===== src/rtl/ahb_slave_pipe.sv =====
// rtl/ahb_slave_pipe.sv - AHB-side front end of the AHB-to-APB bridge
// Pipelines accepted transfers, decodes the peripheral select, tracks bursts and drives ERROR.

module ahb_slave_pipe #(
  parameter int                ADDR_W    = 32,
  parameter int                DATA_W    = 32,
  parameter logic [ADDR_W-1:0] SLV0_BASE = 32'h8000_0000,
  parameter logic [ADDR_W-1:0] SLV1_BASE = 32'h8400_0000,
  parameter logic [ADDR_W-1:0] SLV2_BASE = 32'h8800_0000,
  parameter logic [ADDR_W-1:0] SLV_SIZE  = 32'h0400_0000
) (
  input  logic              clock,
  input  logic              Hresetn,
  input  logic              Hwrite,
  input  logic              Hreadyin,
  input  logic [1:0]        Htrans,
  input  logic [2:0]        Hsize,
  input  logic [2:0]        Hburst,
  input  logic [ADDR_W-1:0] Haddr,
  input  logic [DATA_W-1:0] Hwdata,
  output logic              valid,
  output logic [ADDR_W-1:0] Haddr1,
  output logic [ADDR_W-1:0] Haddr2,
  output logic [DATA_W-1:0] Hwdata1,
  output logic [DATA_W-1:0] Hwdata2,
  output logic              Hwritereg,
  output logic [2:0]        tempselx,
  output logic [1:0]        Hresp,
  output logic              Hready_err,
  output logic              burst_err
);

  localparam logic [1:0] T_IDLE   = 2'b00;
  localparam logic [1:0] T_NONSEQ = 2'b10;
  localparam logic [2:0] B_INCR   = 3'b001;

  typedef enum logic [1:0] {E_OK, E_ERR1, E_ERR2} err_state_t;
  typedef enum logic       {B_IDLE, B_BURST} burst_state_t;

  err_state_t        estate, estate_nxt;
  burst_state_t      bstate, bstate_nxt;
  logic [4:0]        cnt, cnt_nxt, load_cnt;
  logic [2:0]        hburst_r, hburst_nxt;
  logic              incr_open, incr_nxt;
  logic [ADDR_W-1:0] prev_addr, prev_nxt;
  logic              berr_nxt;
  logic              acc, mapped, take;
  logic [ADDR_W-1:0] nbeats, size_bytes, incr_addr, wrap_mask, exp_addr;
  logic              seq_bad;

  // Upper bound evaluated one bit wider so a region ending at the top of the map still decodes.
  function automatic logic in_rgn(input logic [ADDR_W-1:0] a, input logic [ADDR_W-1:0] base);
    logic [ADDR_W:0] lim;
    lim = {1'b0, base} + {1'b0, SLV_SIZE};
    return (a >= base) && ({1'b0, a} < lim);
  endfunction

  assign tempselx = {in_rgn(Haddr, SLV2_BASE), in_rgn(Haddr, SLV1_BASE), in_rgn(Haddr, SLV0_BASE)};
  assign acc      = Hreadyin && Htrans[1];
  assign mapped   = |tempselx;
  assign valid    = Hresetn && acc && mapped;
  assign take     = acc && (estate != E_ERR1);

  always_ff @(posedge clock or negedge Hresetn) begin
    if (!Hresetn) begin
      Haddr1    <= '0;
      Haddr2    <= '0;
      Hwdata1   <= '0;
      Hwdata2   <= '0;
      Hwritereg <= 1'b0;
    end else if (Hreadyin) begin
      Haddr1    <= Haddr;
      Haddr2    <= Haddr1;
      Hwdata1   <= Hwdata;
      Hwdata2   <= Hwdata1;
      Hwritereg <= Hwrite;
    end
  end

  always_comb begin
    estate_nxt = estate;
    case (estate)
      E_OK:    if (acc && !mapped) estate_nxt = E_ERR1;
      E_ERR1:  estate_nxt = E_ERR2;
      default: estate_nxt = E_OK;
    endcase
  end

  assign Hresp      = (estate != E_OK) ? 2'b01 : 2'b00;
  assign Hready_err = (estate != E_ERR1);

  always_comb begin
    case (Hburst[2:1])
      2'd1:    load_cnt = 5'd3;
      2'd2:    load_cnt = 5'd7;
      2'd3:    load_cnt = 5'd15;
      default: load_cnt = 5'd0;
    endcase
    case (hburst_r[2:1])
      2'd1:    nbeats = ADDR_W'(4);
      2'd2:    nbeats = ADDR_W'(8);
      default: nbeats = ADDR_W'(16);
    endcase
  end

  // Odd burst codes increment; even codes wrap on an (nbeats << Hsize) boundary.
  assign size_bytes = ADDR_W'(1) << Hsize;
  assign incr_addr  = prev_addr + size_bytes;
  assign wrap_mask  = (nbeats << Hsize) - ADDR_W'(1);
  assign exp_addr   = hburst_r[0] ? incr_addr : ((prev_addr & ~wrap_mask) | (incr_addr & wrap_mask));
  assign seq_bad    = (Hburst != hburst_r) || (Haddr != exp_addr);

  always_comb begin
    bstate_nxt = bstate;
    cnt_nxt    = cnt;
    hburst_nxt = hburst_r;
    incr_nxt   = incr_open;
    prev_nxt   = prev_addr;
    berr_nxt   = 1'b0;
    if (take) begin
      if (!mapped) begin
        bstate_nxt = B_IDLE;
        cnt_nxt    = 5'd0;
        incr_nxt   = 1'b0;
      end else begin
        prev_nxt = Haddr;
        if (Htrans == T_NONSEQ) begin
          berr_nxt   = (bstate == B_BURST) && (cnt != 5'd0);
          hburst_nxt = Hburst;
          incr_nxt   = (Hburst == B_INCR);
          if (load_cnt != 5'd0) begin
            bstate_nxt = B_BURST;
            cnt_nxt    = load_cnt;
          end else begin
            bstate_nxt = B_IDLE;
            cnt_nxt    = 5'd0;
          end
        end else if (bstate == B_BURST) begin
          berr_nxt = seq_bad;
          cnt_nxt  = cnt - 5'd1;
          if (cnt == 5'd1) bstate_nxt = B_IDLE;
        end else if (incr_open) begin
          berr_nxt = seq_bad;
        end else begin
          berr_nxt = 1'b1;
        end
      end
    end else if (Hreadyin && Htrans == T_IDLE) begin
      incr_nxt = 1'b0;
    end
  end

  always_ff @(posedge clock or negedge Hresetn) begin
    if (!Hresetn) begin
      estate    <= E_OK;
      bstate    <= B_IDLE;
      cnt       <= 5'd0;
      hburst_r  <= 3'd0;
      incr_open <= 1'b0;
      prev_addr <= '0;
      burst_err <= 1'b0;
    end else begin
      estate    <= estate_nxt;
      bstate    <= bstate_nxt;
      cnt       <= cnt_nxt;
      hburst_r  <= hburst_nxt;
      incr_open <= incr_nxt;
      prev_addr <= prev_nxt;
      burst_err <= berr_nxt;
    end
  end

endmodule


===== config.mk =====
export PLATFORM = sky130hd
export DESIGN_NAME = ahb_slave_pipe
export DESIGN_NICKNAME = d
export VERILOG_FILES = /design/src/rtl/ahb_slave_pipe.sv
export SDC_FILE = /design/constraint.sdc
export NUM_CORES = 1
export LEC_CHECK = 0
export CAP_MARGIN = 20
export CORE_MARGIN = 2
export CORE_UTILIZATION = 35
export DETAILED_ROUTE_END_ITERATION = 12
export GPL_TIMING_DRIVEN = 0
export MAX_ROUTING_LAYER = met4
export PLACE_DENSITY = 0.61
export SYNTH_ARGS = -nofsm -noshare
export SYNTH_HDL_FRONTEND = slang
export SYNTH_SLANG_ARGS = --single-unit

===== constraint.sdc =====
create_clock -name clock -period 3.11 [get_ports clock]
set_clock_uncertainty 0.05 [all_clocks]
set_input_delay 0.933 -clock clock [delete_from_list [all_inputs] [get_ports clock]]
set_output_delay 0.933 -clock clock [all_outputs]
set_load 0.02 [all_outputs]

**After elaboration in Yosys (flattened, before gate mapping)**

Cells that the tools add are included.

- $add $sub $neg: 3
- $lt $le $gt $ge: 6
- Equal/unequal tests: 15
- Shift operators: 2
- Muxes and demuxes: 24
- Bitwise logic cells: 4
- Reductions and logical operators: 23

Operator list:

| operator | number |
|---|---|
| 32-bit >= comparator, second input constant | 3 |
| 32-bit less-than comparator, second input constant | 3 |
| 32-bit bitwise AND | 2 |
| 32-bit adder | 1 |
| 32-bit 2-to-1 mux | 1 |
| 32-bit inequality test | 1 |
| 32-bit NOT | 1 |
| 32-bit OR | 1 |
| 1-bit by 3-bit left shift with 32-bit output, first input constant | 1 |
| 32-bit by 3-bit left shift with 32-bit output | 1 |
| 32-bit by 1-bit subtractor with 32-bit output, second input constant | 1 |
| 5-bit 2-to-1 mux | 4 |
| 1-bit 2-to-1 mux | 15 |
| 4-bit case mux with 3 select lines | 1 |
| 1-bit logical AND | 10 |
| 5-bit case mux with 2 select lines | 1 |
| 5-bit nonzero test | 2 |
| 2-bit == test, second input constant | 4 |
| 2-bit by 1-bit == test with 1-bit output, second input constant | 3 |
| 3-bit by 2-bit inequality test with 1-bit output, second input constant | 2 |
| 2-bit AND reduction | 3 |
| 5-bit by 1-bit == test with 1-bit output, second input constant | 1 |
| 5-bit by 1-bit subtractor with 5-bit output, second input constant | 1 |
| 2-bit logical NOT | 2 |
| 11 further kinds | 12 |

- Bits in registers: 174
- Output and inout bits: 137
- Word-level logic and storage cells: 89

**Longest topological paths before layout**

- Word-level depth: 15
- Depth in mapped cells: 15
- Depth with buffers taken out: 13

**Least setup slack after synthesis**

OpenSTA, ideal clock, no wires.

- Path type: input to register
- Start: in Hsize[0]
- End: reg burst_err
- Setup time: 0.140 ns
- Arrival: 4.007 ns
- Data required time: 2.920 ns
- Setup slack: -1.087 ns
- Stages on the path: 12
- Buffers on the path: 2
- Cells stage by stage: clkbuf_1 clkbuf_1 inv_1 nor3_1 fa_1 a211oi_1 nor2_1 a211oi_2 or4_4 or4_4 a2111oi_2 a311oi_1

- Longest elaborated chain between the ends: 13

Ends and longest elaborated chain:

| what | line | source |
|---|---|---|
| from (decl) | 17 | `input logic [2:0] Hsize,` |
| 32-bit by 3-bit left shift with 32-bit output | 109 | `assign wrap_mask = (nbeats << Hsize) - ADDR_W'(1);` |
| 32-bit by 1-bit subtractor with 32-bit output | 109 |  |
| 32-bit NOT | 110 | `assign exp_addr = hburst_r[0] ? incr_addr : ((prev_addr & ~wrap_mask) \| (incr_addr & wrap_mask));` |
| 32-bit bitwise AND | 110 |  |
| 32-bit OR | 110 |  |
| 32-bit 2-to-1 mux * | 110 |  |
| 32-bit inequality test * | 111 | `assign seq_bad = (Hburst != hburst_r) \|\| (Haddr != exp_addr);` |
| 1-bit logical OR * | 111 |  |
| 1-bit 2-to-1 mux | 142 | `end else if (incr_open) begin` |
| 1-bit 2-to-1 mux * | 138 | `end else if (bstate == B_BURST) begin` |
| 1-bit 2-to-1 mux * | 127 | `if (Htrans == T_NONSEQ) begin` |
| 1-bit 2-to-1 mux * | 121 | `if (!mapped) begin` |
| 1-bit 2-to-1 mux * | 120 | `if (take) begin` |
| named net berr_nxt | 46 | `logic berr_nxt;` |
| to (signal assigned) | 169 | `burst_err <= berr_nxt;` |
| to (decl) | 30 | `output logic burst_err` |

Mark *: on every way through the listed nets, which the timed path passes. The rest lies on a longest branch.
A chain may end at the register's enable or synchronous reset.

**Final worst setup path**

- Start: in Hsize[2]
- End: reg burst_err

Same word-level chain as after synthesis.

==> results.tsv <==
stage	metric	value	unit
global_routing	GRT Util Overall	20.8	%
yosys	Yosys reg bits	174	
critical_path	critical path class	in -> reg	
placed_design	IO Port Bufs	209	
yosys	mean post-synth cell area	10.9	sq um
power_and_ir_drop	PD cells	538	nW/um^2
critical_path	crit path max fanout	10	
floorplanning	Die Wd	164	microns
global_routing	number of global-route vias before repair	7524	
sta	min Tclk post-route	3690	ps
power_and_ir_drop	P_leak	5.20	nW
clock_tree	H-tree Lvls	4	
layout	multi-input logic area	4670	sq um
yosys	Synth top area share	48.6	%
sta	Highest Clock Rate	271	MHz
sta	Finish-stage setup viols	1	
drt	Via density	5.19	
global_routing	first-pass GRT wire length	41.8	mm
clock_tree	CTS tree	built	
power_and_ir_drop	PnR Total Power	6.79	mW
clock_tree	Longest Clk Path Bufs	2	
placed_design	placer's final routability congestion estimate	0.895	
yosys	most frequent cell after synthesis	dfrtp_1	
layout	layout net count	1156	
critical_path	Crit path arrival time	3920	ps
sta	Worst-Margin Slew	848	ps
yosys	top post-synthesis cells by count	174 x dfrtp_1, 130 x mux2_2, 105 x nand2_1, 34 x o21ai_0, 32 x clkbuf_1	
sta	Rel. slew slack	43.5	%
yosys	synth unique cells	76	
drt	initial drt markers	475	
clock_tree	clock sinks	174	
sta	Final Slew Violations	0	
yosys	fraction of registers with async set/reset	100	%
min_path	HP Class	in -> async	
yosys	Post-synth EDFFs	0	
floorplanning	die span in y	164	microns
floorplanning	IO Pins	213	
layout	Reg area	4350	sq um
run	Max-Cap Viols	0	
drt	vias	7306	
sta	Final period util	119	%
sta	final hold vios	0	
drt	final wirelength	26.2	mm
clock_tree	Root Buffer	clkbuf_16	
clock_tree	clk_lat worst skew	440	ps
critical_path	Setup crit start kind	primary input	
layout	area grow syn2layout	40.8	%
floorplanning	Core Area	25200	sq um
critical_path	Critical Path RT	3340	ps
critical_path	CP Capture Type	register	
yosys	Post-Syn Nets	914	
yosys	yosys warns	0	
yosys	commonest register cell after synthesis	dfrtp_1	
global_routing	initial antenna violation count	1	
layout	# fillers	2274	
yosys	sequential share of the synthesized area	48.6	%
status	status	finished, violations left	
status	failing checks	setup timing	
yosys	largest cells by area after synthesis	dfrtp_1 49%, mux2_2 16%, nand2_1 4.4%, ha_1 2.1%, xor2_1 2.1%	
layout	share of layout cells above drive strength 1	23.2	%
yosys	Cells after Synth	822	
drt	drt wl/cell	18.6	microns
drt	DR DRC count	0	
floorplanning	die area	26900	sq um
clock_tree	Clock Pin Slew Worst Setup and Hold Paths	70	ps
clock_tree	TritonCTS buffer count	17	
sta	RSZ-0062 raised after global routing	yes	
global_routing	largest net degree at the start of global routing	81	
power_and_ir_drop	VDD IR-drop max	0.308	mV
drt	post-route ant nets	0	
global_routing	GRT overflow	0	
yosys	leading area contributor after synthesis	dfrtp_1	
floorplanning	Site Rows	58	
placed_design	DP Wirelength	19.2	mm
sta	final setup margin	-578	ps
drt	DRT Pass-1 Iters	5	
floorplanning	Starting Density	35.6	%
yosys	mapped cell area	8960	sq um
placed_design	pre-CTS WS	-2310	ps
==> placed cells by master (no fill, tap or decap), types with 11 or more instances in the layout <==
cell type | synthesis | final
clkdlybuf4s50_1 | 0 | 196
dfrtp_1 | 174 | 174
mux2_2 | 130 | 130
nand2_1 | 105 | 105
o21ai_0 | 34 | 33
nor2_1 | 31 | 28
clkbuf_1 | 32 | 22
nand3_1 | 21 | 21
xnor2_1 | 20 | 20
xor2_1 | 21 | 20
clkbuf_16 | 0 | 19
inv_1 | 20 | 17
buf_4 | 2 | 16
nor3_1 | 17 | 14
and3_1 | 15 | 14
o211ai_1 | 13 | 13
nand2b_1 | 12 | 12
a21oi_1 | 14 | 11
ha_1 | 15 | 11
==> timing repair <==
item                       CTS  global route
gates cloned                 2             0
setup endpoints to repair   42             2
resized for setup          118             4
hold buffers                 0             0
buffers inserted            13             0
pin swaps                   26             1
==> sequential cells by signal (all words and copies together) (netlist names) <==
register and count:
bstate 1, prev_addr 32, estate 2, hburst_r 3, Hwritereg 1, Hwdata1 32, incr_open 1, cnt 5
burst_err 1, Haddr2 32, Hwdata2 32, Haddr1 32
==> kinds of logic (layout without fill, tap and decap cells) <==
family / Yosys count / after routing / share of synthesized area [%]
buffers and inverters: 58 / 312 / 2.57
other: 1 / 2 / 0.0419
adder cells (fa/ha/maj): 16 / 16 / 2.32
AND/OR/NAND/NOR: 268 / 268 / 15.4
multiplexers: 134 / 134 / 16.8
AO/OA/AOI/OAI: 130 / 131 / 10.2
flip-flops: 174 / 174 / 48.6
XOR/XNOR: 41 / 41 / 4.01
==> per-layer routing <==
layer  vias to the layer above  part of all wire, %  global-route usage, %
li1                       3448                    -                      -
met1                      3577                   44                   26.6
met2                       249                   47                   32.2
met3                        32                  8.1                   6.64
met4                         0                  1.6                   5.14
met5                         -                    0                      -
==> power breakdown <==
group          total (mW)  internal, mW  switching (mW)
clock network        2.17          1.09            1.08
logic                1.84         0.909           0.934
registers            2.78          2.55           0.231
==> critical path: stages <==
cell and delay (ps):
clkbuf_4 170, clkbuf_8 190, nor3_4 40, ha_2 180, fa_2 430, a211oi_4 360
nor2_4 100, a211oi_4 390, buf_4 200, o31ai_1 70, a22oi_1 230, o2111ai_2 200
nor4_4 240, a311oi_2 180
==> final cells by class <==
class,instances,area share (%)
Tap cell,330,3.27
Clock inverter,14,1.29
Timing Repair Buffer,224,17.9
Buffer,36,1.93
Multi-Input combinational cell,591,37.0
Sequential cell,174,34.5
Antenna cell,1,0.0198
Inverter,20,0.595
Clock buffer,18,3.40
==> worst paths after layout <==
path	startpoint	to	slack, ps	cells after the start
worst max-delay path	Hsize[2]	burst_err	-580	14
worst min-delay path	Hresetn	prev_addr[0]	330	1
worst max register to register	hburst_r[2]	burst_err	-500	13
worst min register to register	estate[1]	estate[1]	380	1
max in group asynchronous	Hresetn	Hwdata1[2]	1970	2
min in group clock	estate[1]	estate[1]	380	1
==> through the flow <==
stage / TNS [ps] / instances / util, % / hold WS (ps) / area [sq um]
after floorplan: -722 / 822 / - / 356 / 9040
after global placement: -1184560 / 1361 / 45.9 / 366 / 11500
after detailed placement: -36330 / 1362 / 46.0 / 373 / 11600
after CTS: -493 / 1407 / 50.0 / 381 / 12600
after global routing: -697 / 1408 / 50.1 / 347 / 12600
final: -578 / 1408 / 50.1 / 334 / 12600
No activity file was read; power rests on OpenSTA's default activity.
